[src/rtl/rf_pkg.sv]
// Shared types and sizes for the register-file write path.
package rf_pkg;

  localparam int XLEN       = 32;
  localparam int REG_ADDR_W = 5;
  localparam int NUM_REGS   = 32;

  typedef struct packed {
    logic [REG_ADDR_W-1:0] addr;
    logic [XLEN-1:0]       data;
  } rf_wr_req_t;

endpackage

[src/rtl/rf_wr_fifo.sv]
// Synchronous FIFO of register-file write requests for the long-latency path.
module rf_wr_fifo
  import rf_pkg::*;
#(
  parameter int DEPTH = 4
) (
  input  logic                   i_clk,
  input  logic                   i_rst_n,
  input  logic                   i_push,
  input  rf_wr_req_t             i_push_req,
  input  logic                   i_pop,
  output rf_wr_req_t             o_head,
  output logic                   o_full,
  output logic                   o_empty,
  output logic [$clog2(DEPTH):0] o_count
);

  localparam int AW = $clog2(DEPTH);

  rf_wr_req_t    mem [DEPTH];
  logic [AW-1:0] wr_ptr;
  logic [AW-1:0] rd_ptr;
  logic          do_push;
  logic          do_pop;

  assign o_full  = (o_count == (AW+1)'(DEPTH));
  assign o_empty = (o_count == '0);
  assign do_push = i_push & ~o_full;
  assign do_pop  = i_pop & ~o_empty;
  assign o_head  = mem[rd_ptr];

  // DEPTH is a power of two, so the pointers wrap on their own.
  always_ff @(posedge i_clk or negedge i_rst_n) begin
    if (!i_rst_n) begin
      wr_ptr  <= '0;
      rd_ptr  <= '0;
      o_count <= '0;
    end else begin
      if (do_push) wr_ptr <= wr_ptr + AW'(1);
      if (do_pop)  rd_ptr <= rd_ptr + AW'(1);
      case ({do_push, do_pop})
        2'b10:   o_count <= o_count + (AW+1)'(1);
        2'b01:   o_count <= o_count - (AW+1)'(1);
        default: o_count <= o_count;
      endcase
    end
  end

  always_ff @(posedge i_clk) begin
    if (do_push) mem[wr_ptr] <= i_push_req;
  end

endmodule

[src/rtl/rf_write_ctrl.sv]
// Merges WB and long-latency write sources onto the single register-file
// write port and tracks registers still awaiting long-latency results.
module rf_write_ctrl #(
  parameter int DEPTH = 4,
  parameter int XLEN  = 32
) (
  input  logic                          i_clk,
  input  logic                          i_rst_n,
  input  logic                          i_wb_valid,
  input  logic [rf_pkg::REG_ADDR_W-1:0] i_wb_addr,
  input  logic [XLEN-1:0]               i_wb_data,
  input  logic                          i_ls_valid,
  output logic                          o_ls_ready,
  input  logic [rf_pkg::REG_ADDR_W-1:0] i_ls_addr,
  input  logic [XLEN-1:0]               i_ls_data,
  input  logic                          i_issue_valid,
  input  logic [rf_pkg::REG_ADDR_W-1:0] i_issue_addr,
  input  logic [rf_pkg::REG_ADDR_W-1:0] i_rs1_addr,
  input  logic [rf_pkg::REG_ADDR_W-1:0] i_rs2_addr,
  output logic                          o_rs1_busy,
  output logic                          o_rs2_busy,
  output logic                          o_rd_wren,
  output logic [rf_pkg::REG_ADDR_W-1:0] o_rd_addr,
  output logic [XLEN-1:0]               o_rd_data,
  output logic [$clog2(DEPTH):0]        o_fifo_count
);

  import rf_pkg::*;

  rf_wr_req_t          fifo_push_req;
  rf_wr_req_t          fifo_head;
  logic                fifo_push;
  logic                fifo_pop;
  logic                fifo_full;
  logic                fifo_empty;
  logic                wb_sel;
  logic [NUM_REGS-1:0] pending;
  logic [NUM_REGS-1:0] pending_nxt;

  assign o_ls_ready    = ~fifo_full;
  // x0 writes complete the handshake but are dropped here.
  assign fifo_push     = i_ls_valid & o_ls_ready & (i_ls_addr != '0);
  assign fifo_push_req = '{addr: i_ls_addr, data: i_ls_data};
  assign wb_sel        = i_wb_valid & (i_wb_addr != '0);
  assign fifo_pop      = ~wb_sel & ~fifo_empty;

  rf_wr_fifo #(
    .DEPTH (DEPTH)
  ) u_fifo (
    .i_clk      (i_clk),
    .i_rst_n    (i_rst_n),
    .i_push     (fifo_push),
    .i_push_req (fifo_push_req),
    .i_pop      (fifo_pop),
    .o_head     (fifo_head),
    .o_full     (fifo_full),
    .o_empty    (fifo_empty),
    .o_count    (o_fifo_count)
  );

  always_ff @(posedge i_clk or negedge i_rst_n) begin
    if (!i_rst_n) begin
      o_rd_wren <= 1'b0;
      o_rd_addr <= '0;
      o_rd_data <= '0;
    end else if (wb_sel) begin
      o_rd_wren <= 1'b1;
      o_rd_addr <= i_wb_addr;
      o_rd_data <= i_wb_data;
    end else if (fifo_pop) begin
      o_rd_wren <= 1'b1;
      o_rd_addr <= fifo_head.addr;
      o_rd_data <= fifo_head.data;
    end else begin
      o_rd_wren <= 1'b0;
    end
  end

  // Set is applied after clear so a same-edge issue to the popped register wins.
  always_comb begin
    pending_nxt = pending;
    if (fifo_pop) pending_nxt[fifo_head.addr] = 1'b0;
    if (i_issue_valid && (i_issue_addr != '0)) pending_nxt[i_issue_addr] = 1'b1;
  end

  always_ff @(posedge i_clk or negedge i_rst_n) begin
    if (!i_rst_n) pending <= '0;
    else          pending <= pending_nxt;
  end

  // The register file reads the old value while a write is in flight.
  assign o_rs1_busy = (i_rs1_addr != '0) &
                      (pending[i_rs1_addr] | (o_rd_wren & (o_rd_addr == i_rs1_addr)));
  assign o_rs2_busy = (i_rs2_addr != '0) &
                      (pending[i_rs2_addr] | (o_rd_wren & (o_rd_addr == i_rs2_addr)));

endmodule

[config.mk]
export PLATFORM = sky130hd
export DESIGN_NAME = rf_write_ctrl
export DESIGN_NICKNAME = d
export VERILOG_FILES = /design/src/rtl/rf_pkg.sv /design/src/rtl/rf_wr_fifo.sv /design/src/rtl/rf_write_ctrl.sv
export SDC_FILE = /design/constraint.sdc
export NUM_CORES = 1
export LEC_CHECK = 0
export ABC_CLOCK_PERIOD_IN_PS = 2800
export CORE_UTILIZATION = 49
export CTS_BUF_LIST = sky130_fd_sc_hd__clkbuf_8 sky130_fd_sc_hd__clkbuf_16
export CTS_CLUSTER_SIZE = 20
export DETAILED_ROUTE_END_ITERATION = 7
export PLACE_DENSITY = 0.76
export SLEW_MARGIN = 40
export SYNTH_ARGS = -nofsm -noshare
export SYNTH_HDL_FRONTEND = slang
export SYNTH_SLANG_ARGS = --single-unit
export TNS_END_PERCENT = 50
[constraint.sdc]
create_clock -name i_clk -period 2.8 [get_ports i_clk]
set_input_delay 0.7 -clock i_clk [delete_from_list [all_inputs] [get_ports i_clk]]
set_output_delay 0.7 -clock i_clk [all_outputs]
set_load 0.005 [all_outputs]
### Word-level counts from Yosys, hierarchy flattened

Memories as Yosys holds them, arrays and structs flattened.
Index checks and enable logic that the tools add are counted.

* output and inout bits: 44
* flip-flop bits (word level): 77
* bits in writable memories: 148
* memories kept: 1

Memory list
* u_fifo.mem: depth 4, bits a word 37, rd ports 1, clocked after Yosys merged registers in 0, write ports 1, line rf_wr_fifo.sv:20 `rf_wr_req_t mem [DEPTH];`

* multiplexer cells: 19
* reductions and logical operators: 11
* add/subtract/negate cells: 4
* eq/ne operators: 5
* $lt $le $gt $ge: 6
* bitwise operators: 18

Operators by type and width (number)
* $mux W32: 4
* $and A32 B32 Y32: 1
* $not A32 Y32: 1
* $or A32 B32 Y32: 1
* $reduce_bool A5 Y1: 5
* $lt A5 B6 Y1 const B: 4
* $and A1 B1 Y1: 10
* $bmux W1 S5: 2
* $demux W1 S5: 2
* $eq A5 B5 Y1: 2
* $ge A5 B1 Y1 const B: 2
* $mux W5: 2
* $mux W1: 8
* $pmux W3 S2: 1
* $add A2 B1 Y2 const B: 2
* $reduce_bool A2 Y1: 2
* $add A3 B1 Y3 const B: 1
* $eq A3 B3 Y1 const B: 1
* $logic_and A1 B1 Y1: 3
* $logic_not A3 Y1: 1
* $not A1 Y1: 3
* $sub A3 B1 Y3 const B: 1
* $eq A2 B1 Y1 const B: 1
* $eq A2 B2 Y1 const B: 1
* $or A1 B1 Y1: 2

### Logic depth before layout (Yosys ltp)

Gate-level depths: netlist (run 1).
An unclocked memory read counts as a cell.

* depth after elaboration: 10
* mapped depth: 11
* mapped depth without buffers: 11

### Cells and area by module

From an unflattened synthesis (run 1), not the netlist that was laid out.

* cell total of the unflattened synthesis: 599
* area total of the unflattened synthesis: 9539.1 um2

Modules (own cells, without submodules)
* rf_wr_fifo: cells each 230, instances 1, area each 5755.5 um2
* rf_write_ctrl: cells each 369, instances 1, area each 3783.6 um2

### Least setup slack after synthesis (run 1)

OpenSTA, ideal clock, no wires.

* path kind: input port to output port
* from: input port i_rs2_addr[1] (netlist bit)
* to: output port o_rs2_busy
* stages on the path: 6
* setup slack: -0.055 ns
* data arrival time: 2.155 ns
* data required time: 2.100 ns
* cells stage by stage: clkbuf_1 > mux4_2 > a22oi_1 > nand2_1 > a221oi_1 > a21oi_1

* longest elaborated chain between the ends: 4

RTL lines
* from (decl): line rf_write_ctrl.sv:19 `input logic [rf_pkg::REG_ADDR_W-1:0] i_rs2_addr,`
* $bmux W1 S5 / $eq A5 B5 Y1 (equally long branches): line rf_write_ctrl.sv:95 `(pending[i_rs2_addr] | (o_rd_wren & (o_rd_addr == i_rs2_addr)));`
* $mux W1 (not written as such) / $and A1 B1 Y1 (equally long branches): line rf_write_ctrl.sv:95
* $or A1 B1 Y1: line rf_write_ctrl.sv:95
* $and A1 B1 Y1 *: line rf_write_ctrl.sv:94 `assign o_rs2_busy = (i_rs2_addr != '0) &`
* to (decl): line rf_write_ctrl.sv:21 `output logic o_rs2_busy,`

Every way passes the cells marked *; elsewhere a longest branch is shown, timed or not. The select of a mux whose other input is x is not followed.

### Worst setup path after layout (run 1)

* from: register pending[17]
* to: output port o_rs1_busy

* longest elaborated chain between the ends: 4

RTL lines
* from (decl): line rf_write_ctrl.sv:37 `logic [NUM_REGS-1:0] pending;`
* from (signal assigned): line rf_write_ctrl.sv:88 `else pending <= pending_nxt;`
* $bmux W1 S5: line rf_write_ctrl.sv:93 `(pending[i_rs1_addr] | (o_rd_wren & (o_rd_addr == i_rs1_addr)));`
* $mux W1 (not written as such): line rf_write_ctrl.sv:93
* $or A1 B1 Y1: line rf_write_ctrl.sv:93
* $and A1 B1 Y1: line rf_write_ctrl.sv:92 `assign o_rs1_busy = (i_rs1_addr != '0) &`
* to (decl): line rf_write_ctrl.sv:20 `output logic o_rs1_busy,`

No other way between the ends. The select of a mux whose other input is x is not followed.

==> results.ini, run 1 <==
[layout]
drive_above_1_share_pct=22.75
ff_latch_area_um2=6374
fin_area_um2=12580
antenna_cells=0
fill_cells=1354
area_growth_syn_to_layout_pct=31.76
multi_input_area_um2=3154
finalNetCount=904
final_cell_count_no_fill=1082

[setup_path]
cp-start-kind=flip-flop
ff2ff_path_depth=4
worstReg2RegStart=u_fifo.rd_ptr[0]
rrSetupSlack_ns=0.59
worstSetupPathType=reg -> out
cp.required_ns=2.10
slowest_delay_ns=0.41
crit_chain=buf_6, mux2_4, o41ai_4, a21oi_2, o311a_1, a211oi_2, nor2_1, buf_2
rr_endpoint=pending[3]
setup.worst_path.end=o_rs1_busy
critPathLaunch=pending[17]
end_kind=output port
worstPathArrival_ns=2.24
crit_fanout=2
cpMaxStageDelayCell=dfrtp_1

[clock_tree]
clk_latency_ns=0.52
cts_buffers=24
clkSinkCount=225
cts_tree=yes
clockBufferDepth=3
cts_hold_buf=0
root_buffer=clkbuf_16
cts_max_level=1
clk_pin_slew_ns=0.06

[die]
die_w_um=141.6
coreArea_um2=18890
io_pins=138
fp.dieH_um=141.6
initial_core_util_pct=50.52
die_area_um2=20040
core.rowCount=50

[synthesis]
ys.flop_type=edfxtp_1
synth_top_area_share_pct=46.57
synth-seq-area-share_pct=66.75
synth_area_um2=9544
syn_area_per_cell_um2=15.75
ys_types=50
ys_ff_latch=225
synth_nets=706
async_reset_ff_share_pct=34.22
ys_warn_count=0
synth_area_leaders=edfxtp_1 (47%), dfrtp_1 (20%), mux4_2 (11%)
yosysTopAreaCell=edfxtp_1
syn-instance-count=606
synth_edf_count=148

[placement]
postPlaceCellArea_um2=11570
dp_hpwl_um=15540
place_congestion=0.8747
dp.cells=1027
pre_cts_ws_ns=-1.003
portBuffers=137

[power]
powerDensity_nw_per_um2=974.0
seq_power_share_pct=41.2
ir_drop_mv=0.4834
netSwitchingPower_mw=3.765
clkPwrFrac_pct=25.0
p_int_mw=8.484
p_total_mw=12.25
netSwitchingFraction_pct=30.74
p_comb_share_pct=33.8
leakagePower_nw=4.604

[timing]
setup_slack_ns=-0.1360
fmax_mhz=340.6
worst_clock_skew_ns=0.01438
hold_viol_final=0
setup_viol=2
holdWs_ns=0.1539
finalCritPeriodShare_pct=104.9
rsz0062_at_grt=yes
worst_pin_slew_ns=0.7682
period_minus_slack_ns=2.936
finalMaxSlewViolations=0
slew_headroom_pct=48.79

[detailed_routing]
drt_wl_total_um=23180
via_count=6185
drcViolationCount=0
drt_iter0_drc=417
drt_first_pass_iters=5
final_antenna_net_count=0
post_drt_wl_per_cell_um=21.42
via_per_inst=5.716

[status]
violations=setup timing
outcome=complete, but fails checks

[min_path]
hold_class=in -> async

[global_route]
antenna_found_initial=0
grt_max_degree=75
overflow=0
grt_usage_pct=23.96
grt_pass1_wl_um=36230
grt_pass1_vias=6511

[job]
maxCapViolations=0

==> cells in the final DEF, fill, tap and decap left out, types with 17 or more instances in the layout <==
cell and instances:
o21ai_0 47, inv_1 21, clkbuf_16 24, dfrtp_1 75, clkdlybuf4s50_1 125, o21ai_1 17, a21oi_1 38, nor2_1 47
mux2i_1 44, edfxtp_1 148, mux4_2 45, buf_4 50
==> per-stage QoR <==
stage,setup TNS [ns],utilization [%]
final,-0.1563,66.56
after global placement,-10.48,61.25
after detailed placement,-15.42,61.25
after CTS,-0.06876,66.29
after floorplan,0,-
after global routing,-0.3592,66.56
==> flip-flops by register name, summed over array words and instances (netlist names) <==
| signal | flops |
|---|---|
| o_rd_wren | 1 |
| u_fifo.wr_ptr | 2 |
| u_fifo.o_count | 3 |
| u_fifo.mem | 148 |
| u_fifo.rd_ptr | 2 |
| o_rd_data | 32 |
| o_rd_addr | 5 |
| pending | 32 |
==> how the worst min path moves through the flow <==
stage / endpoint / slack [ns] / startpoint
finish: pending[31] / 0.15 / i_rst_n
global route: o_rd_data[20] / 0.17 / i_rst_n
CTS: o_rd_data[20] / 0.16 / i_rst_n
detailed placement: pending[0] / 0.53 / pending[0]
global placement: pending[13] / 0.51 / pending[13]
floorplan: o_rd_addr[0] / 0.40 / i_rst_n
==> kinds of logic (layout without fill, tap and decap cells) <==
logic type	count (synthesis)	count (layout)	share of synthesized area, %
AOI/OAI and AO/OA	119	119	6.752
xor gates and xnor gates	15	15	1.376
adders and majority gates	6	6	0.8652
buffers and inverters	35	251	1.796
DFF	225	225	66.75
muxes	99	99	16.71
and+or+nand+nor	107	107	5.742
==> per-layer routing <==
layer	up-vias	track usage, %	wire length (µm)
met5	-	0	0
met3	32	4.455	1553
met2	243	40.96	11780
met1	3168	31.44	9441
met4	0	7.018	407
li1	2742	-	-
==> area by class of cell <==
class,instances,share of cell area (%)
Clock inverter,20,1.393
Tap cell,260,2.587
Sequential cell,225,50.68
Multi-Input combinational cell,346,25.08
Clock buffer,24,4.776
Inverter,9,0.2686
Timing Repair Buffer,198,15.21
==> worst max-delay path, delay by kind of cell (launching register included) <==
family | cells | cell delay (ns)
AND/OR/NAND/NOR | 1 | 0.06
flip-flops | 1 | 0.41
AO/OA/AOI/OAI | 4 | 0.72
buffers and inverters | 2 | 0.26
multiplexers | 1 | 0.27
==> timing repair <==
item,4_1_cts,5_1_grt
setup endpoints to repair,2,3
buffers inserted,11,0
resized for setup,59,11
pin swaps,9,11
cloned,0,0
hold endpoints to repair,0,0
==> power by group through the flow <==
stage	Clock, mW	Sequential [mW]	Combinational [mW]
4_1_cts	3.11	5.04	4.12
6_report	3.07	5.05	4.14
3_5_place_dp	0	5.11	3.95
3_3_place_gp	0	5.06	3.85
5_1_grt	3.23	5.13	4.47
2_1_floorplan	0	4.89	2.41
==> synth_stat cells, types with 2 or more instances <==
cell type  number
edfxtp_1      148
dfrtp_1        77
o21ai_0        48
nor2_1         47
mux2i_1        45
mux4_2         45
a21oi_1        40
o21ai_1        16
nand2_1        15
buf_2          14
xor2_1         10
inv_1           9
mux2_2          7
nand3_1         7
nand3b_1        7
clkbuf_1        6
a221oi_1        5
and2_1          5
ha_1            5
nor3_1          5
xnor2_1         5
buf_4           4
nand2b_1        3
a22oi_1         2
mux4_1          2
nor2b_1         2
nor4_1          2
or3b_2          2
or4_1           2
Note: power is estimated with default switching activity, not from simulation.
==> run 2: changes to the inputs <==
--- a/config.mk
+++ b/config.mk
@@ -6,6 +6,7 @@
 export NUM_CORES = 1
 export LEC_CHECK = 0
 export ABC_CLOCK_PERIOD_IN_PS = 2800
+export CORE_MARGIN = 2
 export CORE_UTILIZATION = 49
 export CTS_BUF_LIST = sky130_fd_sc_hd__clkbuf_8 sky130_fd_sc_hd__clkbuf_16
 export CTS_CLUSTER_SIZE = 20
==> run 2 against run 1 <==
Compared with the run above:
- the run still ends with setup timing left
- register-to-register slack worse by 0.12 ns
- clock power decreased by 5%
- final cell count is 0.37% lower
- flip-flop and latch count did not move
- critical path depth is the same
==> results.ini, run 2 (synthesis gave the netlist of run 1 again) <==
[min_path]
hold_class=in -> async

[setup_path]
ff2ff_path_depth=5  ; +1
crit_fanout=2  ; unchanged
worstSetupPathType=reg -> out
crit_chain=buf_4, mux2_4, o41ai_2, a21oi_1, o311a_1, a211oi_2, nor2_1, buf_2
cpMaxStageDelayCell=dfrtp_1
slowest_delay_ns=0.41  ; about the same
end_kind=output port
worstPathArrival_ns=2.14  ; -0.10 ns
cp-start-kind=flip-flop
cp.required_ns=2.10  ; about the same

[job]
maxCapViolations=0  ; unchanged

[detailed_routing]
post_drt_wl_per_cell_um=21.03  ; -1.9%
drt_iter0_drc=516  ; +24%
drt_wl_total_um=22670  ; -2.2%
via_per_inst=5.686  ; -0.52%
drcViolationCount=0  ; unchanged
drt_first_pass_iters=5  ; unchanged
final_antenna_net_count=0  ; unchanged
via_count=6130  ; -0.89%

[layout]
finalNetCount=896  ; -0.88%
area_growth_syn_to_layout_pct=30.61
antenna_cells=0  ; unchanged
multi_input_area_um2=3118  ; -1.2%
ff_latch_area_um2=6374  ; unchanged
largest_reg_flops=148  ; unchanged
reg_top3=u_fifo.mem: 148 flops, o_rd_data: 32 flops, pending: 32 flops
top_register=u_fifo.mem
layout_commonest_cell=edfxtp_1
fill_cells=1418  ; +4.7%
drive_above_1_share_pct=22.02  ; -0.73 points
final_cell_mix=edfxtp_1 (148), clkdlybuf4s50_1 (125), dfrtp_1 (75)

[die]
core.rowCount=51  ; +2.0%
initial_core_util_pct=49.53  ; -0.99 points
die_w_um=143.6  ; +1.4%
coreArea_um2=19270  ; +2.0%
io_pins=138  ; unchanged
die_area_um2=20610  ; +2.8%
fp.dieH_um=143.6  ; +1.4%

[clock_tree]
clk_pin_slew_ns=0.06  ; about the same
clockBufferDepth=3  ; unchanged
clkSinkCount=225  ; unchanged
cts_hold_buf=0  ; unchanged
clk_latency_ns=0.51  ; about the same
cts_max_level=1  ; unchanged
cts_tree=yes
cts_buffers=23  ; -4.2%
root_buffer=clkbuf_16

[global_route]
grt_pass1_vias=6452  ; -0.91%
grt_busiest_layer=met2
overflow=0  ; unchanged
use_met2_pct=38.72  ; -2.2 points
antenna_found_initial=0  ; unchanged
grtUsageMet3_pct=3.599  ; -0.86 points
grt_pass1_wl_um=35420  ; -2.2%
grtUsageMet1_pct=30.04  ; -1.4 points
grt_max_degree=55  ; -27%
grt_usage_pct=22.43  ; -1.5 points

[power]
leakagePower_nw=4.520  ; -1.8%
ir_drop_mv=0.5514  ; +14%
powerDensity_nw_per_um2=964.9  ; -0.93%

[timing]
worst_pin_slew_ns=0.7557  ; -0.01255 ns
period_minus_slack_ns=2.835  ; -0.1008 ns
fmax_mhz=352.7  ; +3.6%
hold_viol_final=0  ; unchanged
setup_viol=2  ; unchanged
rsz0062_at_grt=yes
setup_slack_ns=-0.03519  ; +0.1008 ns
finalCritPeriodShare_pct=101.3  ; -3.6 points
slew_headroom_pct=49.62  ; +0.84 points
worst_clock_skew_ns=0.01626  ; +0.001881 ns
holdWs_ns=0.2157  ; +0.06176 ns
finalMaxSlewViolations=0  ; unchanged

[placement]
pre_cts_ws_ns=-0.9554  ; +0.04800 ns
dp_hpwl_um=15530  ; about the same
place_congestion=0.8906  ; +1.8%
portBuffers=137  ; unchanged

[status]
outcome=complete, but fails checks
violations=setup timing

run 2: cell types whose count changed in the layout (fill, tap and decap cells not counted), sizes merged:
cell and change:
clkbuf +4, dlygate4sd2 -1, clkinv +1, buf -7, inv -5, bufinv -2, clkdlybuf4s15 +1
run 2: where the power goes:
part | internal (mW) | switching, mW | total, mW
Clock | 1.72 | 1.20 | 2.92
Sequential | 4.49 | 0.571 | 5.06
Combinational | 2.14 | 1.91 | 4.05
Total | 8.35 | 3.68 | 12.0
run 2: area by class of cell:
| cell class | instances | area share, % |
|---|---|---|
| Clock buffer | 28 | 5.169 |
| Clock inverter | 14 | 0.7427 |
| Sequential cell | 225 | 51.13 |
| Inverter | 9 | 0.2710 |
| Timing Repair Buffer | 191 | 15.02 |
| Tap cell | 265 | 2.660 |
| Multi-Input combinational cell | 346 | 25.01 |
run 2: metrics by stage:
stage	cell area, µm²	total power [mW]	util [%]	setup TNS, ns	std cells
after global placement	11580	8.904	60.12	-15.36	1028
after floorplan	9545	7.302	-	0	606
after global routing	12470	12.64	64.69	-0.2540	1078
after CTS	12450	12.09	64.59	-0.08534	1078
after detailed placement	11580	9.034	60.12	-17.89	1028
final	12470	12.03	64.69	-0.06152	1078
run 2: per-layer routing:
metal	part of all wire, %	vias up
met3	6.6	36
met4	1.6	0
met1	42	3105
met5	0	-
met2	50	250
li1	-	2739
run 2: critical path, delay by kind of cell, from the launching register on:
family	cells	cell delay [ns]
AO/OA/AOI/OAI	4	0.62
multiplexers	1	0.26
buffers and inverters	2	0.28
flip-flops	1	0.41
AND/OR/NAND/NOR	1	0.06
run 2: path summary, 6_finish.rpt:
check / start / endpoint / slack, ns
worst min-delay path: i_rst_n / pending[30] / 0.22
max in group asynchronous: i_rst_n / o_rd_data[23] / 1.98
worst max register to register: u_fifo.rd_ptr[0] / pending[27] / 0.47
worst max-delay path: pending[19] / o_rs1_busy / -0.04
min in group i_clk: pending[9] / pending[9] / 0.54
worst min register to register: pending[9] / pending[9] / 0.54
run 2: repair_timing:
action	CTS	global route
gates resized for setup	54	4
buffers inserted	8	0
endpoints found under the hold margin	0	0
pin swaps	11	1
endpoints found under the setup margin	2	2
==> run 3: changes to the inputs <==
--- a/config.mk
+++ b/config.mk
@@ -6,10 +6,11 @@
 export NUM_CORES = 1
 export LEC_CHECK = 0
 export ABC_CLOCK_PERIOD_IN_PS = 2800
+export CAP_MARGIN = 10
 export CORE_MARGIN = 2
 export CORE_UTILIZATION = 49
 export CTS_BUF_LIST = sky130_fd_sc_hd__clkbuf_8 sky130_fd_sc_hd__clkbuf_16
-export CTS_CLUSTER_SIZE = 20
+export CTS_CLUSTER_DIAMETER = 60
 export DETAILED_ROUTE_END_ITERATION = 7
 export PLACE_DENSITY = 0.76
 export SLEW_MARGIN = 40
==> run 3 against run 2 <==
Compared with the run above:
- the run still ends with setup timing left
- worst setup slack got worse by 0.0058 ns
- final cell count unchanged
- cell area increased by 0.31%
- hold slack got worse by 0.0074 ns
- flip-flop and latch count unchanged
- clock power increased by 4%
- first-iteration DRC count decreased by 6.2%
- non-clock buffer count unchanged
- routed wire length about the same
- critical path depth unchanged
- largest power group unchanged
==> results.ini, run 3 (synthesis gave the netlist of run 1 again) <==
[setup_path]
worstSetupPathType=reg -> out
critical_path.top_delay_family=compound AO/OA/AOI/OAI gates
end_kind=output port
worstPathArrival_ns=2.14  ; about the same
cp.required_ns=2.10  ; about the same
crit_chain=buf_4, mux2_4, o41ai_2, a21oi_1, o311a_1, a211oi_2, nor2_1, buf_2
cp-start-kind=flip-flop
cpMaxStageDelayCell=dfrtp_1
slowest_delay_ns=0.41  ; about the same
crit_buf_inv=2  ; unchanged
crit_fanout=2  ; unchanged

[global_route]
grtUsageMet3_pct=3.466  ; -0.13 points
grt_usage_pct=22.42  ; about the same
antenna_found_initial=0  ; unchanged
grt_pass1_vias=6454  ; +0.031%
grt_pass1_wl_um=35380  ; -0.12%
grtUsageMet1_pct=30.20  ; +0.17 points
grt_max_degree=55  ; unchanged
use_met2_pct=38.42  ; -0.30 points
overflow=0  ; unchanged
grt_busiest_layer=met2

[clock_tree]
clkSinkCount=225  ; unchanged
cts_max_level=1  ; unchanged
cts_buffers=23  ; unchanged
root_buffer=clkbuf_16
clk_pin_slew_ns=0.06  ; about the same
clk_latency_ns=0.51  ; about the same
clockBufferDepth=3  ; unchanged
cts_tree=yes

[layout]
fin_area_um2=12500  ; +0.31%
antenna_cells=0  ; unchanged
largest_reg_flops=148  ; unchanged
ff_latch_area_um2=6374  ; unchanged
drive_above_1_share_pct=22.02  ; unchanged
fill_cells=1409  ; -0.63%
multi_input_area_um2=3118  ; unchanged
layout_commonest_cell=edfxtp_1
finalNetCount=896  ; unchanged
final_cell_mix=edfxtp_1 (148), clkdlybuf4s50_1 (125), dfrtp_1 (75)
reg_top3=u_fifo.mem: 148 flops, o_rd_data: 32 flops, pending: 32 flops
top_register=u_fifo.mem
area_growth_syn_to_layout_pct=31.02

[detailed_routing]
via_per_inst=5.682  ; about the same
drt_wl_total_um=22670  ; about the same
drt_first_pass_iters=5  ; unchanged
final_antenna_net_count=0  ; unchanged
drt_iter0_drc=484  ; -6.2%
post_drt_wl_per_cell_um=21.03  ; about the same
drcViolationCount=0  ; unchanged
via_count=6125  ; -0.082%

[die]
core.rowCount=51  ; unchanged
die_area_um2=20610  ; unchanged
io_pins=138  ; unchanged
initial_core_util_pct=49.53  ; unchanged
fp.dieH_um=143.6  ; unchanged
die_w_um=143.6  ; unchanged
coreArea_um2=19270  ; unchanged

[timing]
finalCritPeriodShare_pct=101.5  ; +0.21 points
setup_slack_ns=-0.04099  ; -0.005797 ns
fmax_mhz=352.0  ; -0.20%
period_minus_slack_ns=2.841  ; +0.005797 ns
slew_headroom_pct=49.47  ; -0.15 points
finalMaxSlewViolations=0  ; unchanged
setup_viol=2  ; unchanged
hold_viol_final=0  ; unchanged
rsz0062_at_grt=yes
worst_clock_skew_ns=0.01537  ; -0.0008905 ns
worst_pin_slew_ns=0.7579  ; +0.002264 ns

[power]
p_total_mw=12.14  ; +0.94%
p_int_mw=8.462  ; +1.3%
netSwitchingPower_mw=3.679  ; about the same
netSwitchingFraction_pct=30.31  ; -0.26 points
p_comb_share_pct=33.4  ; -0.3 points
powerDensity_nw_per_um2=971.0  ; +0.63%
seq_power_share_pct=41.7  ; -0.4 points
clkPwrFrac_pct=25.0  ; +0.8 points
ir_drop_mv=0.5646  ; +2.4%
leakagePower_nw=4.536  ; +0.36%

[status]
outcome=complete, but fails checks
violations=setup timing

[placement]
portBuffers=137  ; unchanged
postPlaceCellArea_um2=11580  ; unchanged
place_congestion=0.8906  ; unchanged
dp_hpwl_um=15530  ; unchanged

[min_path]
hold_class=in -> async

[job]
maxCapViolations=0  ; unchanged

run 3: cell count changes in the layout (fill, tap and decap cells not counted):
cell and change:
inv_4 -1, clkinv_2 -1, clkbuf_16 +2
run 3: final timing paths:
check,cells past startpoint,end,startpoint,slack [ns]
setup / recovery,8,o_rs1_busy,pending[19],-0.04
hold / removal,1,pending[30],i_rst_n,0.21
setup reg to reg,5,pending[27],u_fifo.rd_ptr[0],0.46
hold reg to reg,1,u_fifo.o_count[2],u_fifo.o_count[2],0.54
max in group asynchronous,2,o_rd_data[23],i_rst_n,1.98
min in group i_clk,1,u_fifo.o_count[2],u_fifo.o_count[2],0.54
run 3: metal layers:
metal | share of wire (%) | routed length [µm]
met2 | 51 | 11460
met3 | 6.2 | 1404
met5 | 0 | 0
met1 | 42 | 9440
met4 | 1.6 | 365
run 3: cell type report:
type,instances,area share (%)
Sequential cell,225,50.97
Multi-Input combinational cell,346,24.93
Timing Repair Buffer,191,14.97
Clock buffer,30,5.553
Tap cell,265,2.652
Clock inverter,12,0.6504
Inverter,9,0.2702
run 3: power groups by stage:
stage / Sequential (mW) / Clock (mW) / Combinational, mW
after floorplan: 4.89 / 0 / 2.41
after global placement: 5.09 / 0 / 3.82
after detailed placement: 5.12 / 0 / 3.91
after CTS: 5.06 / 3.08 / 4.07
after global routing: 5.15 / 3.21 / 4.38
final: 5.06 / 3.03 / 4.05
run 3: through the flow:
stage	std cells	worst slack [ns]	setup TNS, ns	utilization (%)	hold slack, ns
finish	1078	-0.04099	-0.06820	64.89	0.2083
global route	1078	-0.1411	-0.2510	64.89	0.2472
CTS	1078	-0.06010	-0.08649	64.79	0.2250
detailed placement	1028	-0.9554	-17.89	60.12	0.5254
global placement	1028	-0.8751	-15.36	60.12	0.5204
floorplan	606	0.08091	0	-	0.4044
run 3: what timing repair did:
item	in CTS	in global routing
setup endpoints to repair	2	2
pin swaps	11	1
hold buffers	0	0
buffers inserted	8	0
gates resized for setup	54	4
